<file path="src/rtl/matmul_pkg.sv">
// ---------------------------------------------------------------------------
// matmul_pkg
// Shared definitions for the matrix-multiply APB register slave.
//   DATA_WIDTH / BUS_WIDTH / ADDR_WIDTH : element, APB data and APB address widths
//   MAX_DIM    : maximum matrix dimension, also the pstrb width (bytes per bus word)
//   LINE_WIDTH : width of the per-line index carried in paddr[5 +: LINE_WIDTH]
//   ADDR_*     : register offsets decoded on paddr[4:0]
//   apb_state_e: APB slave FSM states
//   apply_strobe: byte-lane merge used by every writable register
// ---------------------------------------------------------------------------
package matmul_pkg;

  localparam int DATA_WIDTH = 8;
  localparam int BUS_WIDTH  = 32;
  localparam int ADDR_WIDTH = 16;
  localparam int MAX_DIM    = BUS_WIDTH / DATA_WIDTH;
  localparam int LINE_WIDTH = $clog2(MAX_DIM);

  localparam logic [4:0] ADDR_CONTROL   = 5'h00;
  localparam logic [4:0] ADDR_OPERAND_A = 5'h04;
  localparam logic [4:0] ADDR_OPERAND_B = 5'h08;
  localparam logic [4:0] ADDR_FLAGS     = 5'h0C;
  localparam logic [4:0] ADDR_SP        = 5'h10;

  // Bits of CONTROL that are actually stored: mode, write/read target and the
  // three dimension fields. Bit 0 (start) is a trigger and never stored.
  localparam logic [BUS_WIDTH-1:0] CONTROL_MASK = 32'h0000_3F3E;

  typedef enum logic [1:0] {
    ST_IDLE,
    ST_SETUP,
    ST_ACCESS
  } apb_state_e;

  // Replace only the byte lanes whose strobe bit is set.
  function automatic logic [BUS_WIDTH-1:0] apply_strobe(
    input logic [BUS_WIDTH-1:0] old_word,
    input logic [BUS_WIDTH-1:0] new_word,
    input logic [MAX_DIM-1:0]   strb
  );
    logic [BUS_WIDTH-1:0] merged;
    merged = old_word;
    for (int b = 0; b < MAX_DIM; b++) begin
      if (strb[b]) merged[b*DATA_WIDTH +: DATA_WIDTH] = new_word[b*DATA_WIDTH +: DATA_WIDTH];
    end
    return merged;
  endfunction

endpackage

</file>
<file path="src/rtl/matmul_operand_bank.sv">
// ---------------------------------------------------------------------------
// matmul_operand_bank
// MAX_DIM lines of BUS_WIDTH bits with a byte-strobed single-line write port.
// All lines are presented at once on a flattened bus for the compute core.
//   clk_i, rst_ni : clock, async active-low reset (clears every line)
//   we_i          : write enable for line line_i
//   line_i        : line index
//   strb_i        : byte-lane enables for the write
//   wdata_i       : write data
//   lines_o       : line i at lines_o[i*BUS_WIDTH +: BUS_WIDTH]
// ---------------------------------------------------------------------------
module matmul_operand_bank
  import matmul_pkg::*;
(
  input  logic                         clk_i,
  input  logic                         rst_ni,
  input  logic                         we_i,
  input  logic [LINE_WIDTH-1:0]        line_i,
  input  logic [MAX_DIM-1:0]           strb_i,
  input  logic [BUS_WIDTH-1:0]         wdata_i,
  output logic [MAX_DIM*BUS_WIDTH-1:0] lines_o
);

  logic [BUS_WIDTH-1:0] mem [MAX_DIM];

  always_ff @(posedge clk_i or negedge rst_ni) begin
    if (!rst_ni) begin
      for (int i = 0; i < MAX_DIM; i++) mem[i] <= '0;
    end else if (we_i) begin
      mem[line_i] <= apply_strobe(mem[line_i], wdata_i, strb_i);
    end
  end

  for (genvar g = 0; g < MAX_DIM; g++) begin : g_flatten
    assign lines_o[g*BUS_WIDTH +: BUS_WIDTH] = mem[g];
  end

endmodule

</file>
<file path="src/rtl/matmul_apb_slave.sv">
// ---------------------------------------------------------------------------
// matmul_apb_slave
// APB register front-end for a matrix-multiply core. Transfers take one wait
// state: IDLE (master setup phase) -> SETUP (master enable phase) -> ACCESS
// (pready high). Read data and the error response are registered on entry to
// ACCESS; writes commit on the edge that leaves ACCESS.
//   clk_i, rst_ni                     : clock, async active-low reset
//   psel_i, penable_i, pwrite_i       : APB control
//   paddr_i                           : [4:0] register, [5 +: LINE_WIDTH] line
//   pwdata_i, pstrb_i                 : write data and byte-lane enables
//   pready_o, pslverr_o, prdata_o     : APB response
//   busy_o                            : core computation in progress
//   start_o                           : one-cycle start pulse to the core
//   control_o                         : stored CONTROL register
//   operand_a_o, operand_b_o          : flattened operand banks
//   done_i, flags_i                   : core completion and result flags
//   sp_addr_o, sp_data_i              : scratchpad line select / read data
// ---------------------------------------------------------------------------
module matmul_apb_slave
  import matmul_pkg::*;
(
  input  logic                         clk_i,
  input  logic                         rst_ni,
  input  logic                         psel_i,
  input  logic                         penable_i,
  input  logic                         pwrite_i,
  input  logic [ADDR_WIDTH-1:0]        paddr_i,
  input  logic [BUS_WIDTH-1:0]         pwdata_i,
  input  logic [MAX_DIM-1:0]           pstrb_i,
  output logic                         pready_o,
  output logic                         pslverr_o,
  output logic [BUS_WIDTH-1:0]         prdata_o,
  output logic                         busy_o,
  output logic                         start_o,
  output logic [BUS_WIDTH-1:0]         control_o,
  output logic [MAX_DIM*BUS_WIDTH-1:0] operand_a_o,
  output logic [MAX_DIM*BUS_WIDTH-1:0] operand_b_o,
  input  logic                         done_i,
  input  logic [BUS_WIDTH-1:0]         flags_i,
  output logic [LINE_WIDTH-1:0]        sp_addr_o,
  input  logic [BUS_WIDTH-1:0]         sp_data_i
);

  apb_state_e           state;
  logic [4:0]           reg_sel;
  logic [LINE_WIDTH-1:0] line_sel;
  logic                 access_err;
  logic [BUS_WIDTH-1:0] read_data;
  logic [BUS_WIDTH-1:0] control_q;
  logic [BUS_WIDTH-1:0] flags_q;
  logic                 commit;
  logic                 we_a;
  logic                 we_b;
  logic                 we_ctrl;
  logic                 unused_addr_bits;

  assign reg_sel          = paddr_i[4:0];
  assign line_sel         = paddr_i[5 +: LINE_WIDTH];
  assign unused_addr_bits = ^paddr_i[ADDR_WIDTH-1:5+LINE_WIDTH];

  // Error and read-data decode, evaluated while the FSM sits in SETUP. The busy
  // check uses busy_o before the edge, so a write racing done_i still errors.
  always_comb begin
    access_err = 1'b0;
    read_data  = '0;
    case (reg_sel)
      ADDR_CONTROL:   read_data = control_q;
      ADDR_OPERAND_A: read_data = operand_a_o[int'(line_sel)*BUS_WIDTH +: BUS_WIDTH];
      ADDR_OPERAND_B: read_data = operand_b_o[int'(line_sel)*BUS_WIDTH +: BUS_WIDTH];
      ADDR_FLAGS:     read_data = flags_q;
      ADDR_SP:        read_data = sp_data_i;
      default:        access_err = 1'b1;
    endcase
    if (pwrite_i) begin
      if (reg_sel == ADDR_FLAGS || reg_sel == ADDR_SP) access_err = 1'b1;
      else if (busy_o) access_err = 1'b1;
    end
  end

  // The master holds address/data stable through ACCESS, so the live bus is
  // used at commit; an erroring transfer never commits.
  assign commit  = (state == ST_ACCESS) && pwrite_i && !pslverr_o;
  assign we_ctrl = commit && (reg_sel == ADDR_CONTROL);
  assign we_a    = commit && (reg_sel == ADDR_OPERAND_A);
  assign we_b    = commit && (reg_sel == ADDR_OPERAND_B);

  assign sp_addr_o = (state == ST_SETUP && reg_sel == ADDR_SP) ? line_sel : '0;
  assign control_o = control_q;

  // APB handshake FSM with registered response outputs.
  always_ff @(posedge clk_i or negedge rst_ni) begin
    if (!rst_ni) begin
      state     <= ST_IDLE;
      pready_o  <= 1'b0;
      pslverr_o <= 1'b0;
      prdata_o  <= '0;
    end else begin
      case (state)
        ST_IDLE: begin
          pready_o  <= 1'b0;
          pslverr_o <= 1'b0;
          prdata_o  <= '0;
          if (psel_i && !penable_i) state <= ST_SETUP;
        end
        ST_SETUP: begin
          if (!psel_i) begin
            state <= ST_IDLE;
          end else if (penable_i) begin
            state     <= ST_ACCESS;
            pready_o  <= 1'b1;
            pslverr_o <= access_err;
            prdata_o  <= (access_err || pwrite_i) ? '0 : read_data;
          end
        end
        ST_ACCESS: begin
          state     <= ST_IDLE;
          pready_o  <= 1'b0;
          pslverr_o <= 1'b0;
          prdata_o  <= '0;
        end
        default: state <= ST_IDLE;
      endcase
    end
  end

  // CONTROL, FLAGS and the core handshake. A start request clears FLAGS and
  // raises busy; busy drops (and FLAGS loads) on the edge that sees done_i.
  always_ff @(posedge clk_i or negedge rst_ni) begin
    if (!rst_ni) begin
      control_q <= '0;
      flags_q   <= '0;
      busy_o    <= 1'b0;
      start_o   <= 1'b0;
    end else begin
      start_o <= 1'b0;
      if (we_ctrl) begin
        control_q <= apply_strobe(control_q, pwdata_i, pstrb_i) & CONTROL_MASK;
        if (pwdata_i[0]) begin
          start_o <= 1'b1;
          busy_o  <= 1'b1;
          flags_q <= '0;
        end
      end else if (busy_o && done_i) begin
        busy_o  <= 1'b0;
        flags_q <= flags_i;
      end
    end
  end

  matmul_operand_bank u_bank_a (
    .clk_i   (clk_i),
    .rst_ni  (rst_ni),
    .we_i    (we_a),
    .line_i  (line_sel),
    .strb_i  (pstrb_i),
    .wdata_i (pwdata_i),
    .lines_o (operand_a_o)
  );

  matmul_operand_bank u_bank_b (
    .clk_i   (clk_i),
    .rst_ni  (rst_ni),
    .we_i    (we_b),
    .line_i  (line_sel),
    .strb_i  (pstrb_i),
    .wdata_i (pwdata_i),
    .lines_o (operand_b_o)
  );

endmodule

</file>
<file path="config.mk">
export PLATFORM = sky130hd
export DESIGN_NAME = matmul_apb_slave
export DESIGN_NICKNAME = d
export VERILOG_FILES = /design/src/rtl/matmul_pkg.sv /design/src/rtl/matmul_operand_bank.sv /design/src/rtl/matmul_apb_slave.sv
export SDC_FILE = /design/constraint.sdc
export NUM_CORES = 1
export LEC_CHECK = 0
export CAP_MARGIN = 20
export CORE_UTILIZATION = 35
export CTS_BUF_LIST = sky130_fd_sc_hd__clkbuf_2 sky130_fd_sc_hd__clkbuf_4 sky130_fd_sc_hd__clkbuf_8
export DETAILED_ROUTE_END_ITERATION = 8
export DONT_BUFFER_PORTS = 1
export PLACE_DENSITY_LB_ADDON = 0.15
export RECOVER_POWER = 50
export SYNTH_ARGS = -nofsm -noshare
export SYNTH_HDL_FRONTEND = slang
export SYNTH_SLANG_ARGS = --single-unit
</file>
<file path="constraint.sdc">
create_clock -name clk_i -period 2.34 [get_ports clk_i]
set_clock_uncertainty 0.15 [all_clocks]
set_input_delay 0.351 -clock clk_i [delete_from_list [all_inputs] [get_ports clk_i]]
set_output_delay 0.351 -clock clk_i [all_outputs]
set_load 0.02 [all_outputs]
</file>
== Yosys cells after proc, flatten, opt, wreduce, memory -nomap -nowiden ==
Cells that the tools add are included.
Word-level totals
  register bits: 337
  output and inout port bits: 326
Cells by class
  shift-type cells: 2
  bitwise gates (word level): 1
  order comparisons: 2
  mux-type cells: 54
  reductions and logical operators: 24
  equality and inequality tests: 11
Operators with widths (number)
  two-way mux 32 bit: 11
  bitwise mux 128 bit: 2
  variable part select 128 x 8 -> 32 bit: 2
  case mux 32 bit (5 select lines): 1
  binary-select mux 32 bit (select 2 bit): 2
  two-way mux 8 bit: 16
  demux 32 bit (select 2 bit): 1
  case mux 32 bit (2 select lines): 1
  two-way mux 1 bit: 13
  == test 5 x 4 -> 1 bit (second input constant): 2
  logical AND 1 bit: 9
  two-way mux 2 bit: 4
  inequality test 2 bit (second input constant): 4
  AND reduction 2 bit: 4
  == test 5 x 3 -> 1 bit (second input constant): 1
  == test 5 bit (second input constant): 1
  logical NOT 5 bit: 1
  OR reduction 5 bit: 1
  case mux 1 bit (2 select lines): 2
  case mux 2 bit (2 select lines): 1
  nonzero test 2 bit: 2
  greater-or-equal comparator 3 bit (second input constant): 1
  less-than comparator 3 x 1 -> 1 bit (second input constant): 1
  inequality test 3 bit (second input constant): 1
  8 further kinds: 10

== Longest topological paths before layout ==
Gate-level depths: netlist (run 1).
  word-level depth: 11
  gate-level depth with buffers: 8

== Cells and area by module ==
A second synthesis (run 1) with hierarchy kept.
Second synthesis, totals
  cell total of the unflattened synthesis: 999
  area total of the unflattened synthesis: 15397.3 sq um
Modules (own cells, without submodules)
  matmul_operand_bank: cells an instance 280, area each 4929.7 sq um, times used 2, seq. area each 3203.1 sq um
  matmul_apb_slave: cells an instance 439, area each 5537.8 sq um, times used 1, seq. area each 2026.9 sq um

== Worst setup path after synthesis (run 1) ==
OpenSTA, ideal clock, no wires.
  path kind: input port to flip-flop
  start: input paddr_i[5]
  end: register prdata_o[11]
  data arrival time: 1688 ps
  setup time: 136 ps
  buffers on the path: 2
  path slack: 366 ps
  stages: 6
  data required time: 2054 ps
  path through: buf_4 > buf_2 > mux4_2 > a22oi_1 > and3_1 > o21ai_0
Between the ends
  word-level cells in the longest chain between the ends: 6
RTL lines
  from (decl): line matmul_apb_slave.sv:27  | input logic [ADDR_WIDTH-1:0] paddr_i,
  variable part select 128 x 8 -> 32 bit, on equally long branches: line matmul_apb_slave.sv:69, matmul_apb_slave.sv:68
  case mux 32 bit (5 select lines) (*): line matmul_apb_slave.sv:66  | case (reg_sel)
  two-way mux 32 bit (*): line matmul_apb_slave.sv:112  | prdata_o <= (access_err || pwrite_i) ? '0 : read_data;
  two-way mux 32 bit (*): line matmul_apb_slave.sv:108  | end else if (penable_i) begin
  two-way mux 32 bit (*): line matmul_apb_slave.sv:106  | if (!psel_i) begin
  case mux 32 bit (2 select lines) (*): line matmul_apb_slave.sv:98  | case (state)
  to (signal assigned): line matmul_apb_slave.sv:112
  to (decl): line matmul_apb_slave.sv:32  | output logic [BUS_WIDTH-1:0] prdata_o,
Every way passes the cells marked *; elsewhere a longest branch is shown, timed or not. The select of a mux whose other input is x is not followed.
A chain may end at the register's enable or synchronous reset.

== Final worst setup path (run 1) ==
  start: register u_bank_a.mem (netlist bit u_bank_a.lines_o[82])
  end: register prdata_o[18]
Between the ends
  word-level cells in the longest chain between the ends: 6
RTL lines
  from (decl): line matmul_operand_bank.sv:24  | logic [BUS_WIDTH-1:0] mem [MAX_DIM];
  from (signal, indexed assignment): line matmul_operand_bank.sv:30  | mem[line_i] <= apply_strobe(mem[line_i], wdata_i, strb_i);
  variable part select 128 x 8 -> 32 bit: line matmul_apb_slave.sv:68  | ADDR_OPERAND_A: read_data = operand_a_o[int'(line_sel)*BUS_WIDTH +: BUS_WIDTH];
  case mux 32 bit (5 select lines): line matmul_apb_slave.sv:66
  two-way mux 32 bit: line matmul_apb_slave.sv:112
  two-way mux 32 bit: line matmul_apb_slave.sv:108
  two-way mux 32 bit: line matmul_apb_slave.sv:106
  case mux 32 bit (2 select lines): line matmul_apb_slave.sv:98
No other way between the ends. The select of a mux whose other input is x is not followed.

==> results of run 1 <==
==> sequential cells by signal (all words and copies together) (netlist names) <==
signal and flops:
pready_o 1, flags_q 32, busy_o 1, start_o 1, pslverr_o 1, prdata_o 32
u_bank_b.lines_o 128, control_o 11, state 2, u_bank_a.lines_o 128
==> power groups by stage <==
stage,clock network (mW),registers (mW),logic (mW)
after global placement,0,6.32,0.539
final,5.72,6.23,0.850
after global routing,6.12,6.25,0.908
after CTS,5.86,6.22,0.843
after detailed placement,0,6.32,0.554
after floorplan,0,6.28,0.540
==> timing repair <==
item                       in CTS  in global routing
setup endpoints to repair      32                 30
hold buffers                  129                  1
hold endpoints to repair      673                338
gates resized for setup         1                 16
gates cloned                    1                  0
pin swaps                       1                  0
==> per-layer routing <==
metal | wire, um | part of all wire | vias up
met5 | 13 | 0.00023 | -
met4 | 1573 | 0.027 | 2
met3 | 4914 | 0.085 | 101
met2 | 26130 | 0.45 | 523
met1 | 24890 | 0.43 | 5845
li1 | - | - | 5099
==> layout make-up <==
| cell class | instances | area, sq um |
|---|---|---|
| inverter | 2 | 7.507 |
| multi-input combinational | 912 | 6306 |
| sequential | 337 | 8438 |
| clock inverter | 11 | 86.33 |
| timing repair buffer | 165 | 1739 |
| antenna | 3 | 7.507 |
| fill | 4128 | 24610 |
| tap | 585 | 732.0 |
| clock buffer | 92 | 1147 |
==> stage by stage <==
stage / TNS, ps / setup slack, ps / instance area (sq um) / hold WS (ps) / instances
2_1_floorplan: 0 / 366.3 / 15360 / -94.59 / 1377
3_3_place_gp: -1124 / -45.92 / 15860 / -87.99 / 1872
3_5_place_dp: -1306 / -57.08 / 15860 / -85.44 / 1872
4_1_cts: 0 / 4.685 / 18450 / -818.4 / 2105
5_1_grt: 0 / 1.362 / 18460 / -803.2 / 2105
6_report: 0 / 55.37 / 18460 / -759.4 / 2107
==> synth_stat cells (all sizes together) (6+ instances only) <==
master	instances
a32oi	11
mux4	62
o21ai	225
nand2	242
mux2i	65
and3	18
buf	79
nor2b	6
dfrtp	337
a221oi	20
a22o	52
mux2	12
a22oi	11
nor2	70
clkbuf	48
a21oi	67
==> cell families (layout without fill, tap and decap cells) <==
logic type             Yosys count  count (layout)
other                            1              24
AND/OR/NAND/NOR                353             354
buffers and inverters          129             270
flip-flops                     337             337
AO/OA/AOI/OAI                  398             398
multiplexers                   139             139
==> worst min-delay path by stage <==
stage | from | endpoint | slack (ps) | cells past startpoint
final | rst_ni | u_bank_a.lines_o[123] | -760 | 0
after global routing | rst_ni | u_bank_a.lines_o[123] | -800 | 0
after CTS | rst_ni | u_bank_a.lines_o[123] | -820 | 0
after detailed placement | rst_ni | u_bank_a.lines_o[123] | -90 | 0
after global placement | rst_ni | u_bank_a.lines_o[59] | -90 | 0
after floorplan | rst_ni | busy_o | -90 | 0
==> results.md, run 1 <==
* Status: finished with violations
* Failing checks: negative hold slack
* Mux cell area share after synthesis at 0.1428
* Final Critical Period at roughly 2300 ps
* DRT Pass-1 Iters at 5
* Root buf cell: clkbuf_8
* Routed WL per cell at around 27 um
* Synthesized area per cell at approximately 11 sq um
* Async SR Flop Fraction at 1.000
* Buffers and inverters on the worst path at 1
* Largest net degree at the start of global routing at about 340
* Crit start category: flip-flop
* Library cells used by synthesis at 44
* Largest family of logic cells by synthesized area: compound AO/OA/AOI/OAI gates
* Ports at approximately 450
* Final Setup Violations at 0
* Cells after Synth at 1357
* Met2 Use GR at 0.3896
* HP Class: input port to async pin
* CP endpoint: prdata_o[18]
* CTS buffer count at 60
* Via density at around 5.5
* Pleak at approximately 8 nW
* Crit path DAT at 2650 ps
* Flop-to-flop setup slack at roughly 55 ps
* Switching power at roughly 3.1 mW
* Max-slew violation count at 0
* Internal Power at just under 10 mW
* DIE HEIGHT at roughly 210 um
* R2R Path Start: u_bank_a.lines_o[82]
* NumNets Final at 1600
* Site Rows at 76
* Slew of the pin with the lowest slew margin at between 1000 and 1500 ps
* Post-CTS Setup Bufs at 0
* Flop pwr share at 0.487
* Initial Util at 0.3548
* Clock power share at 0.447
* Overall Power at between 10 and 15 mW
* Sw frac at 0.2432
* RR Endpoint: prdata_o[18]
* CP max-delay cell: dlygate4sd3_1
* First-pass GRT wire length at between 80000 and 90000 um
* Synthesis-to-layout area growth at 20.82%
* Synth Area in Compound Gates at 0.1629
* Die width at 211.0 um
* GR Util met3 at 0.07478
* Crit Path Category: flip-flop to flip-flop
* Final Cycle Share at 0.9763
* Clock transition at path regs at roughly 60 ps
* Final global-route overflow total at 0
* Vias in the first global route at around 12000
* Combinational share of power at 0.066
* VDD IR max at 435.7 uV
* XOR/XNOR Fraction of Synth Area at 0
* CTS sink cnt at roughly 340
* Power per cell area at 693.4 nW/um^2
* Achievable clock frequency at around 440 MHz
* Critical path origin: u_bank_a.lines_o[82]
* CP max FO at 3
* Gr usage total at 0.2574
* Sequential element share of the synthesized area at 0.5518
* Initial antenna violation count at 3
* Final hold violation count at around 340
* Worst r2r path cells at 4
* Critical Path Max Stage Delay at between 600 and 700 ps
* M1 GR Usage at 0.3510
* Drc violations at 0
* Share of cells above drive strength 1 at 0.1725
* CTS H-tree lvls at 2
* Detailed Route WL at approximately 58000 um
* Commonest non-fill, non-tap cell in the layout: dfrtp_1
* RD Place Congestion at about 0.84
* Final core utilization at 0.4286
* Max-slew headroom at 0.1857
* Die ar. at approximately 45000 sq um
* Vias at 11570
* Top Family by Delay on Critical Path: buffers and inverters
* TritonCTS clock tree: done
* Crit-path cells: mux4_2 -> dlygate4sd3_1 -> a221oi_2 -> o21ai_1
* RSZ-0062 raised after global routing: false
* Remaining antenna violation count at 0
* Ys flop type: dfrtp_1
* Synth area leader: dfrtp_1
* Worst hold margin at -759.4 ps
* Clk_lat worst skew at approximately 660 ps
* Crit end category: flip-flop
* CORE AREA at roughly 43000 sq um
* Port Buffers at 0
* Initial detailed-routing violation count at between 900 and 1000
* Yosys top cell area share at 0.5518
* Clk buf depth at 3
* Crit path depth at 4
* Top post-synthesis cells by area: dfrtp_1 55%, mux4_2 9.1%, o21ai_0 6.2%
* Mapped cell area at around 15000 sq um
* Post-synth EDFFs at 0
* CP required at between 2000 and 3000 ps
* Yosys reg bits at ~340
* Most frequent cells in the layout: 333 x dfrtp_1, 242 x nand2_1, 190 x o21ai_0
* Area share of and/or/nand/nor cells after synthesis at 0.09677
* Synth warnings at 0
* Max-Cap Viols at 0
* Global route hottest layer: met2
* Synth Area in Adders at 0
* DP Wirelength at ~36000 um
Note: power is estimated with default switching activity, not from simulation.
==> inputs of run 2 (changes only) <==
--- a/config.mk
+++ b/config.mk
@@ -5,11 +5,13 @@
 export SDC_FILE = /design/constraint.sdc
 export NUM_CORES = 1
 export LEC_CHECK = 0
+export ABC_AREA = 1
 export CAP_MARGIN = 20
 export CORE_UTILIZATION = 35
 export CTS_BUF_LIST = sky130_fd_sc_hd__clkbuf_2 sky130_fd_sc_hd__clkbuf_4 sky130_fd_sc_hd__clkbuf_8
 export DETAILED_ROUTE_END_ITERATION = 8
 export DONT_BUFFER_PORTS = 1
+export HOLD_SLACK_MARGIN = 0.06
 export PLACE_DENSITY_LB_ADDON = 0.15
 export RECOVER_POWER = 50
 export SYNTH_ARGS = -nofsm -noshare
==> results.md, run 2 <==
* Status: finished with violations
* Failing checks: negative hold slack
* Remaining antenna violation count at 0 (unchanged)
* R2R Path Start: busy_o
* Ports at 448 (unchanged)
* Flop-to-flop setup slack at 90 ps (+30 ps)
* Vias at 15261 (+32%)
* Most frequent cells in the layout: 783 x nand2_1, 337 x dfrtp_1, 305 x nor2_1
* CTS sink cnt at 337 (unchanged)
* Power per cell area at 698.6 nW/um^2 (+0.76%)
* Max-Cap Viols at 0 (unchanged)
* Synthesized area per cell at 7.341 sq um (-35%)
* FF/Latch Area at 8433 sq um (about the same)
* Vias in the first global route at 14960 (+28%)
* Crit start category: flip-flop
* Synth area leader: dfrtp_1
* Placed Instances at 2874 (+54%)
* DP Area at 17730 sq um (+12%)
* Achievable clock frequency at 443.7 MHz (+1.4%)
* Worst r2r path cells at 6 (+2)
* Library cells used by synthesis at 30 (-32%)
* Commonest non-fill, non-tap cell in the layout: nand2_1
* Clk_lat worst skew at 650 ps (about the same)
* Initial antenna violation count at 0 (-3)
* Detailed Route WL at 65530 um (+14%)
* CP max FO at 3 (unchanged)
* First-pass GRT wire length at 96960 um (+17%)
* DIE HEIGHT at 222.3 um (+5.4%)
* Post-synth EDFFs at 0 (unchanged)
* Cells after Synth at 2314 (+71%)
* Initial detailed-routing violation count at 1050 (+9.6%)
* Final Cell Area at 20360 sq um (+10%)
* Ys flop type: dfrtp_1
* Yosys top cell area share at 0.4964 (-0.05540)
* Synthesis-to-layout area growth at 19.83%
* CTS buffer count at 66 (+10%)
* Share of cells above drive strength 1 at 0.09259 (-0.07990)
* Largest net degree at the start of global routing at 338 (unchanged)
* Crit path DAT at 2620 ps (-30 ps)
* Hold Buf Count CTS at 125 (-3.1%)
* Setup_tns at 0 ps (unchanged)
* Crit end category: flip-flop
* Worst hold margin at -741.8 ps (+17.62 ps)
* Routed WL per cell at 21.07 um (-23%)
* Most frequent cells after synthesis: 785 x nand2_1, 337 x dfrtp_1, 306 x nor2_1
* CTS H-tree lvls at 3 (+1)
* Final Cycle Share at 0.9631 (-0.01326)
* CORE AREA at 47850 sq um (+11%)
* Sequential element share of the synthesized area at 0.4964 (-0.05540)
* Gr usage total at 0.2643 (+0.006967)
* Final hold violation count at 337 (unchanged)
* Synth warnings at 0 (unchanged)
* Drc violations at 0 (unchanged)
* DRT Pass-1 Iters at 6 (+1)
* Max-slew violation count at 0 (unchanged)
* RR Endpoint: pslverr_o
* Final Critical Period at 2254 ps (-31.03 ps)
* Slew of the pin with the lowest slew margin at 1020 ps (-198.2 ps)
* Via density at 4.907 (-11%)
* Port Buffers at 0 (unchanged)
* Mapped cell area at 16990 sq um (+11%)
* RD Place Congestion at 0.9118 (+8.0%)
* HP Class: input port to async pin
* TritonCTS clock tree: done
* VDD IR max at 473.9 uV (+8.8%)
* Post-CTS Setup Bufs at 0 (unchanged)
* Area occupied by multi-input gates at 6771 sq um (+7.4%)
* Final Setup Violations at 0 (unchanged)
* Final global-route overflow total at 0 (unchanged)
* CP required at 2710 ps (about the same)
* N_diodes at 0 (-3)
* Clk buf depth at 3 (unchanged)
* Site Rows at 80 (+5.3%)
* Fin cells at 3110 (+48%)
* Max-slew headroom at 0.3199 (+0.1342)
* Die width at 222.3 um (+5.4%)
* Crit Path Category: flip-flop to flip-flop
* Yosys reg bits at 337 (unchanged)
* Clock transition at path regs at 70 ps (about the same)
* Initial Util at 0.3550 (about the same)
* Die ar. at 49420 sq um (+11%)
* Root buf cell: clkbuf_8
* Pleak at 10.77 nW (+31%)
* NumNets Final at 2575 (+61%)
* Top post-synthesis cells by area: dfrtp_1 50%, nand2_1 17%, nor2_1 6.8%
* Async SR Flop Fraction at 1.000 (unchanged)
* RSZ-0062 raised after global routing: true
* FILL cells at 4896 (+19%)
* Most frequent cell after synthesis: nand2_1
* DP Wirelength at 46690 um (+29%)
[run 2: changes by cell type after synthesis, sizes merged, moves of 18 or more]
cell    before  now
a21oi       67   41
a221oi      20    0
a22o        52    0
and3        18    0
buf         79  107
clkbuf      48   29
inv          2  296
mux2i       65    0
mux4        62    0
nand2      242  788
nand3        4   27
nand4        0   23
nor2        70  322
o21ai      225  326
[run 2: worst max-delay path, cell delays in order (launching register included)]
cell and delay, ps:
dfrtp_1 470, inv_1 120, nand3_1 80, a21boi_1 130, dlygate4sd3_1 560, o21ai_0 70
dlygate4sd3_1 560
[run 2: cells by family (layout without fill, tap and decap cells)]
family / Yosys count / after routing / share of synthesized area
and+or+nand+nor: 1162 / 1163 / 0.2736
DFF: 337 / 337 / 0.4964
AOI/OAI and AO/OA: 381 / 381 / 0.1187
buffers and inverters: 433 / 593 / 0.1111
other: 1 / 21 / 0.0002208
[run 2: what timing repair did]
| item | CTS | global route |
|---|---|---|
| setup endpoints to repair | 1 | 41 |
| gates cloned | 0 | 1 |
| resized for setup | 1 | 5 |
| endpoints found under the hold margin | 654 | 337 |
| pin swaps | 0 | 1 |
[run 2: layout make-up]
| type | instances | area share |
|---|---|---|
| clock buffer | 100 | 0.06208 |
| clock inverter | 10 | 0.004610 |
| inverter | 297 | 0.05495 |
| multi-input combinational | 1565 | 0.3326 |
| sequential | 337 | 0.4143 |
| tap | 615 | 0.03780 |
| timing repair buffer | 186 | 0.09367 |
[run 2: metal layers]
metal	GRT usage	vias to the layer above	part of all wire
met3	0.09389	126	0.090
met4	0.1183	0	0.042
met1	0.2863	7213	0.37
li1	-	7353	-
met2	0.4617	569	0.50
met5	0	-	0
[run 2: worst max path at each step]
stage,startpoint,end,slack (ps),cells past startpoint
floorplan,paddr_i[1],sp_addr_o[0],380,4
global placement,pslverr_o,u_bank_a.lines_o[55],150,8
detailed placement,pslverr_o,u_bank_a.lines_o[54],130,8
CTS,state[1],sp_addr_o[0],20,4
global route,pslverr_o,u_bank_a.lines_o[54],-40,8
finish,busy_o,pslverr_o,90,6
[run 2: stage by stage]
| stage | worst slack (ps) | total power [mW] | utilization |
|---|---|---|---|
| after CTS | 24.27 | 14.39 | 0.4251 |
| after global routing | -36.86 | 14.83 | 0.4255 |
| after detailed placement | 128.9 | 7.891 | 0.3705 |
| final | 86.40 | 14.22 | 0.4255 |
| after floorplan | 375.9 | 7.438 | - |
| after global placement | 146.4 | 7.865 | 0.3699 |
[run 2: report_power, final]
group / switching [mW] / leakage [nW] / internal (mW) / total [mW]
combinational: 0.925 / 6.39 / 0.507 / 1.43
clock: 2.72 / 0.712 / 3.55 / 6.26
sequential: 0.379 / 3.68 / 6.15 / 6.53
